## src/rtl/fetch_ctrl_pkg.sv

```systemverilog
// Shared types and defaults for the fetch sequencer (fetch_ctrl and its boot loader).
package fetch_ctrl_pkg;

    localparam int unsigned FC_PC_WIDTH   = 32;
    localparam int unsigned FC_INST_WIDTH = 32;

    typedef enum logic [1:0] {
        FC_BOOT  = 2'b00,
        FC_RUN   = 2'b01,
        FC_STALL = 2'b10,
        FC_HALT  = 2'b11
    } fc_state_e;

    // Counter width able to hold values 0..n-1, never narrower than one bit.
    function automatic int unsigned cnt_width(input int unsigned n);
        return (n > 1) ? $clog2(n) : 1;
    endfunction

endpackage

```

## src/rtl/fetch_boot_loader.sv

```systemverilog
// Boot loader: ld_valid/ld_ready handshake, word counter and IMEM write port.
// done pulses in the cycle the final boot word (ld_last or the last IMEM word) is accepted.
module fetch_boot_loader
    import fetch_ctrl_pkg::*;
#(
    parameter int unsigned PC_WIDTH   = FC_PC_WIDTH,
    parameter int unsigned INST_WIDTH = FC_INST_WIDTH,
    parameter int unsigned IMEM_DEPTH = 256
) (
    input  logic                  clk,
    input  logic                  reset_n,
    input  logic                  en,
    input  logic                  ld_valid,
    input  logic [INST_WIDTH-1:0] ld_data,
    input  logic                  ld_last,
    output logic                  ld_ready,
    output logic                  imem_wr_en,
    output logic [PC_WIDTH-1:0]   imem_wr_addr,
    output logic [INST_WIDTH-1:0] imem_wr_data,
    output logic                  done
);

    localparam int unsigned CNT_W = cnt_width(IMEM_DEPTH);

    logic [CNT_W-1:0] ld_cnt_q;
    logic             accept;
    logic             at_end;

    // Transfer decode; reset only gates the visible port, not the internal accept.
    assign accept       = en & ld_valid;
    assign at_end       = (ld_cnt_q == CNT_W'(IMEM_DEPTH - 1));
    assign done         = accept & (ld_last | at_end);
    assign ld_ready     = en & reset_n;
    assign imem_wr_en   = accept & reset_n;
    assign imem_wr_addr = (accept & reset_n) ? PC_WIDTH'({ld_cnt_q, 2'b00}) : '0;
    assign imem_wr_data = (accept & reset_n) ? ld_data : '0;

    // Word counter; holds at the last IMEM index so it never wraps.
    always_ff @(posedge clk or negedge reset_n) begin
        if (!reset_n) begin
            ld_cnt_q <= '0;
        end else if (accept && !at_end) begin
            ld_cnt_q <= ld_cnt_q + CNT_W'(1);
        end
    end

endmodule

```

## src/rtl/fetch_ctrl.sv

```systemverilog
// IF-stage sequencer: boots IMEM, then drives PC/IF-ID controls for branches, stalls and halt.
// Optional performance counters are built when FETCH_CTRL_PERF_CNT_EN is defined.
module fetch_ctrl
    import fetch_ctrl_pkg::*;
#(
    parameter int unsigned PC_WIDTH     = FC_PC_WIDTH,
    parameter int unsigned INST_WIDTH   = FC_INST_WIDTH,
    parameter int unsigned IMEM_DEPTH   = 256,
    parameter int unsigned STALL_CYCLES = 1
) (
    input  logic                  clk,
    input  logic                  reset_n,
    input  logic                  ld_valid,
    input  logic [INST_WIDTH-1:0] ld_data,
    input  logic                  ld_last,
    output logic                  ld_ready,
    input  logic                  branch_taken,
    input  logic [PC_WIDTH-1:0]   branch_target,
    input  logic                  hazard,
    input  logic                  halt_req,
    output logic                  pc_sel,
    output logic [PC_WIDTH-1:0]   pc_imm,
    output logic                  pc_write,
    output logic                  IF_ID_write,
    output logic                  IF_flush,
    output logic                  imem_wr_en,
    output logic [PC_WIDTH-1:0]   imem_wr_addr,
    output logic [INST_WIDTH-1:0] imem_wr_data,
    output logic                  boot_done,
    output logic [31:0]           stall_cnt,
    output logic [31:0]           flush_cnt
);

    localparam int unsigned      SC_W         = cnt_width(STALL_CYCLES);
    localparam logic [SC_W-1:0]  STALL_RELOAD = SC_W'(STALL_CYCLES - 1);

    fc_state_e             state_q, state_d;
    logic [SC_W-1:0]       stall_q, stall_d;
    logic                  boot_done_q;
    logic                  boot_fin;
    logic                  redirect;
    logic [PC_WIDTH-1:0]   imm;
    logic                  pcw;
    logic                  ifidw;
    logic                  flush;

    fetch_boot_loader #(
        .PC_WIDTH   (PC_WIDTH),
        .INST_WIDTH (INST_WIDTH),
        .IMEM_DEPTH (IMEM_DEPTH)
    ) u_boot (
        .clk          (clk),
        .reset_n      (reset_n),
        .en           (state_q == FC_BOOT),
        .ld_valid     (ld_valid),
        .ld_data      (ld_data),
        .ld_last      (ld_last),
        .ld_ready     (ld_ready),
        .imem_wr_en   (imem_wr_en),
        .imem_wr_addr (imem_wr_addr),
        .imem_wr_data (imem_wr_data),
        .done         (boot_fin)
    );

    // State, stall counter and boot-done flag.
    always_ff @(posedge clk or negedge reset_n) begin
        if (!reset_n) begin
            state_q     <= FC_BOOT;
            stall_q     <= '0;
            boot_done_q <= 1'b0;
        end else begin
            state_q <= state_d;
            stall_q <= stall_d;
            if (boot_fin) begin
                boot_done_q <= 1'b1;
            end
        end
    end

    // Next state and same-cycle fetch controls; priority halt > branch > hazard in RUN.
    always_comb begin
        state_d  = state_q;
        stall_d  = stall_q;
        redirect = 1'b0;
        imm      = '0;
        pcw      = 1'b0;
        ifidw    = 1'b0;
        flush    = 1'b0;
        case (state_q)
            FC_BOOT: begin
                flush = 1'b1;
                if (boot_fin) begin
                    state_d = FC_RUN;
                end
            end
            FC_RUN: begin
                pcw   = 1'b1;
                ifidw = 1'b1;
                if (halt_req) begin
                    pcw     = 1'b0;
                    state_d = FC_HALT;
                end else if (branch_taken) begin
                    redirect = 1'b1;
                    imm      = branch_target;
                    flush    = 1'b1;
                end else if (hazard) begin
                    pcw     = 1'b0;
                    ifidw   = 1'b0;
                    stall_d = STALL_RELOAD;
                    if (STALL_RELOAD != '0) begin
                        state_d = FC_STALL;
                    end
                end
            end
            FC_STALL: begin
                if (branch_taken) begin
                    redirect = 1'b1;
                    imm      = branch_target;
                    flush    = 1'b1;
                    pcw      = 1'b1;
                    ifidw    = 1'b1;
                    stall_d  = '0;
                    state_d  = FC_RUN;
                end else if (hazard) begin
                    stall_d = STALL_RELOAD;
                end else begin
                    stall_d = stall_q - SC_W'(1);
                    if (stall_q == SC_W'(1)) begin
                        state_d = FC_RUN;
                    end
                end
            end
            FC_HALT: begin
                flush = 1'b1;
                if (!halt_req) begin
                    state_d = FC_RUN;
                end
            end
            default: begin
                state_d = FC_BOOT;
            end
        endcase
    end

    // Every control output reads zero while reset is held.
    assign pc_sel      = redirect & reset_n;
    assign pc_imm      = reset_n ? imm : '0;
    assign pc_write    = pcw & reset_n;
    assign IF_ID_write = ifidw & reset_n;
    assign IF_flush    = flush & reset_n;
    assign boot_done   = boot_done_q;

`ifdef FETCH_CTRL_PERF_CNT_EN
    logic [31:0] stall_cnt_q;
    logic [31:0] flush_cnt_q;

    // Saturating counts of frozen fetch cycles and branch redirects.
    always_ff @(posedge clk or negedge reset_n) begin
        if (!reset_n) begin
            stall_cnt_q <= '0;
            flush_cnt_q <= '0;
        end else begin
            if ((state_q == FC_RUN || state_q == FC_STALL) && !pcw && (stall_cnt_q != '1)) begin
                stall_cnt_q <= stall_cnt_q + 32'(1);
            end
            if (redirect && (flush_cnt_q != '1)) begin
                flush_cnt_q <= flush_cnt_q + 32'(1);
            end
        end
    end

    assign stall_cnt = stall_cnt_q;
    assign flush_cnt = flush_cnt_q;
`else
    assign stall_cnt = '0;
    assign flush_cnt = '0;
`endif

endmodule

```

## config.mk

```make
export PLATFORM = sky130hd
export DESIGN_NAME = fetch_ctrl
export DESIGN_NICKNAME = d
export VERILOG_FILES = /design/src/rtl/fetch_ctrl_pkg.sv /design/src/rtl/fetch_boot_loader.sv /design/src/rtl/fetch_ctrl.sv
export SDC_FILE = /design/constraint.sdc
export NUM_CORES = 1
export LEC_CHECK = 0
export CORE_MARGIN = 8
export CORE_UTILIZATION = 26
export DETAILED_ROUTE_END_ITERATION = 10
export HOLD_SLACK_MARGIN = 0.08
export PLACE_DENSITY = 0.82
export SYNTH_ARGS = -nofsm -noshare
export SYNTH_HDL_FRONTEND = slang
export SYNTH_SLANG_ARGS = --single-unit
export TNS_END_PERCENT = 1
```

## constraint.sdc

```tcl
create_clock -name clk -period 2.5 [get_ports clk]
set_input_delay 0.375 -clock clk [delete_from_list [all_inputs] [get_ports clk]]
set_output_delay 0.375 -clock clk [all_outputs]
set_load 0.05 [all_outputs]
```

==> run_results.csv <==
group,metric,value,unit
outcome,outcome,"completed",
clocking,cts_buffers,3,
route,post_drt_wl_per_cell,14.52,microns
global_routing,grt_usage,0.1299,
global_routing,grt_overflow,0,
floorplan,boundaryPins,238,
place,placed_cell_area,3941,sq um
layout,nets,473,
clocking,cts_buffer_depth,2,
clocking,clock_sinks,12,
floorplan,coreArea,7098,sq um
critical_path,r2r_cells,6,
timing,tightest_slew,0.5309,ns
clocking,root_buffer,"clkbuf_8",
floorplan,dieWidth,100.6,microns
place,dp_hpwl,6632,microns
global_routing,grt_pass1_wl,10430,microns
layout,antenna_cells,0,
layout,final_area,4021,sq um
timing,max_clock_freq,425.0,MHz
yosys,seq_area_frac_synth,0.1613,
critical_path,path_max_fanout,18,
global_routing,first_global_vias,1943,
yosys,synth_flop_cell,"dfrtp_1",
route,antenna_left,0,
timing,clock_skew,0.004487,ns
layout,fin_util,0.5665,
hold_path,min_from,"boot_done",
critical_path,startpoint,"state_q[1]",
floorplan,dieArea,10120,sq um
timing,final-hold-violation-count,0,
route,vias,1839,
timing,final.setup.tns,0,ns
clocking,cts.clk_slew.worst_paths,0.06,ns
clocking,insertion_delay,0.25,ns
yosys,synth-async-reset-ratio,1.000,
timing,slew_headroom,0.6449,
power,power.total,1.322,mW
yosys,syn_area,1862,sq um
route,wirelength,7186,microns
critical_path,r2r-start,"state_q[0]",
timing,fin_crit_sh,0.9412,
yosys,synth_seq_cells,12,
route,wl_met1,2108,microns
timing,period_minus_slack,2.353,ns
critical_path,required,2.12,ns
run,maxCapViolCount,0,
timing,holdWs,0.4802,ns
place,place_congestion,0.7868,
clocking,cts_hold_buffers,0,
yosys,ys.warnings.count,0,
clocking,cts_tree,"done",
route,top_layer,"met4",
hold_path,hold_class,"reg2reg",
yosys,ys_types,32,
global_routing,grt_antenna_before_repair,0,
clocking,htree_num_levels,1,
power,p_leak,1.840,nW
route,drt_first_iter_violations,18,
route,wl_met3,1110,microns
floorplan,rows,31,
critical_path,critPathLaunchType,"flip-flop",
hold_path,whs_path_depth,1,
power,p_per_area,328.7,nW/um^2
timing,slew_viol_final,0,
floorplan,initial_core_util,0.2623,
yosys,netlist_instances,245,
critical_path,cp-end-kind,"output pin",
critical_path,crit_type,"reg2out",
route,vias_per_cell,3.715,
yosys,synth_edf_count,0,
floorplan,die_h,100.6,microns
route,drtPass1Iterations,4,
yosys,avgSynthCellArea,7.599,sq um
layout,areaGrowthSynthToFinish,116.0,%
global_routing,grt_max_degree,25,
critical_path,crit_arrival,1.98,ns
timing,finalSetupViolCount,0,
layout,drive_above_1_share,0.2475,
place,port_buffers,149,
clocking,cts_setup_buffers,0,
power,vdd_drop_max,0.0002231,V
route,met2_length,3928,microns
route,drc,0,
[power by group]
part           total [mW]  switching (mW)  internal, mW
Sequential          0.232          0.0204         0.211
Combinational       0.869           0.558         0.311
Clock               0.221          0.0813         0.139
[kinds of logic (layout without fill, tap and decap cells)]
kind of cell / after synthesis / count (layout) / synth area share
fa+ha+maj: 5 / 5 / 0.03360
mux: 1 / 1 / 0.008062
buf+inv: 100 / 164 / 0.3797
compound gates: 15 / 15 / 0.05309
flops: 12 / 12 / 0.1613
other cells: 1 / 88 / 0.002014
xor+xnor: 7 / 7 / 0.03293
simple gates: 104 / 104 / 0.3293
[metal layers]
| metal | global-route usage | vias up |
|---|---|---|
| li1 | - | 885 |
| met1 | 0.1163 | 813 |
| met2 | 0.2430 | 135 |
| met3 | 0.08287 | 6 |
| met4 | 0.01744 | 0 |
| met5 | 0 | - |
[area by class of cell]
| type | count | area [sq um] |
|---|---|---|
| inverter | 5 | 18.77 |
| multi-input combinational | 220 | 1199 |
| timing repair buffer | 155 | 2325 |
| sequential | 12 | 300.3 |
| clock buffer | 4 | 55.05 |
| fill | 598 | 3077 |
| tap | 99 | 123.9 |
[metrics by stage]
stage          setup WS, ns  std cells
2_1_floorplan        0.1004        332
3_3_place_gp         0.3265        491
3_5_place_dp         0.2561        491
4_1_cts             0.01787        495
5_1_grt           -0.003895        495
6_report             0.1469        495
[layout by cell type, fill, tap and decap left out, drive strengths merged, types with 2 or more instances in the layout]
cell type      netlist  routed
a21o                 2       2
a21oi                7       7
and2                73      73
and3                 2       2
buf                 89      84
clkbuf               6       4
clkdlybuf4s50        0      71
conb                 1      88
dfrtp               12      12
ha                   5       5
inv                  5       5
nand2               13      13
nand3                2       2
nor2                 2       2
nor2b                4       4
nor3                 4       4
o21ai                3       3
xnor2                4       4
xor2                 3       3
[timing repair]
item	4_1_cts	5_1_grt
setup endpoints to repair	10	32
pin swaps	0	0
endpoints found under the hold margin	0	0
resized for setup	1	5
[worst max-delay path, cell delays in order, from the launching register on]
cell	delay, ns
dfrtp_1	0.42
inv_1	0.14
ha_4	0.19
nor2b_2	0.19
o21ai_1	0.10
nor2_2	0.15
buf_6	0.18
and2_1	0.20
buf_12	0.15
[synthesized netlist by cell type (2+ instances only)]
master | n | area, sq um
dfrtp_1 | 12 | 300.3
nand3_1 | 2 | 10.01
ha_1 | 5 | 62.56
xor2_1 | 3 | 26.28
clkbuf_1 | 6 | 22.52
buf_4 | 88 | 660.6
a21oi_2 | 2 | 17.52
o21ai_0 | 2 | 10.01
inv_1 | 5 | 18.77
nand2_1 | 13 | 48.80
a21oi_1 | 5 | 25.02
nor2_1 | 2 | 7.510
xnor2_1 | 4 | 35.03
and2_1 | 72 | 450.4
nor2b_1 | 4 | 25.02
nor3_1 | 4 | 20.02
[registers in the layout (all words and copies together), names as in the netlist]
name	cells
boot_done	1
stall_q	1
state_q	2
u_boot.ld_cnt_q	8
[worst paths after layout]
kind	slack (ns)	to
min in group asynchronous	0.57	state_q[0]
worst max register to register	0.63	state_q[1]
worst min-delay path	0.48	boot_done
max in group asynchronous	1.76	u_boot.ld_cnt_q[5]
worst min register to register	0.48	boot_done
worst max-delay path	0.15	pc_imm[17]
Note: power is estimated with default switching activity, not from simulation.
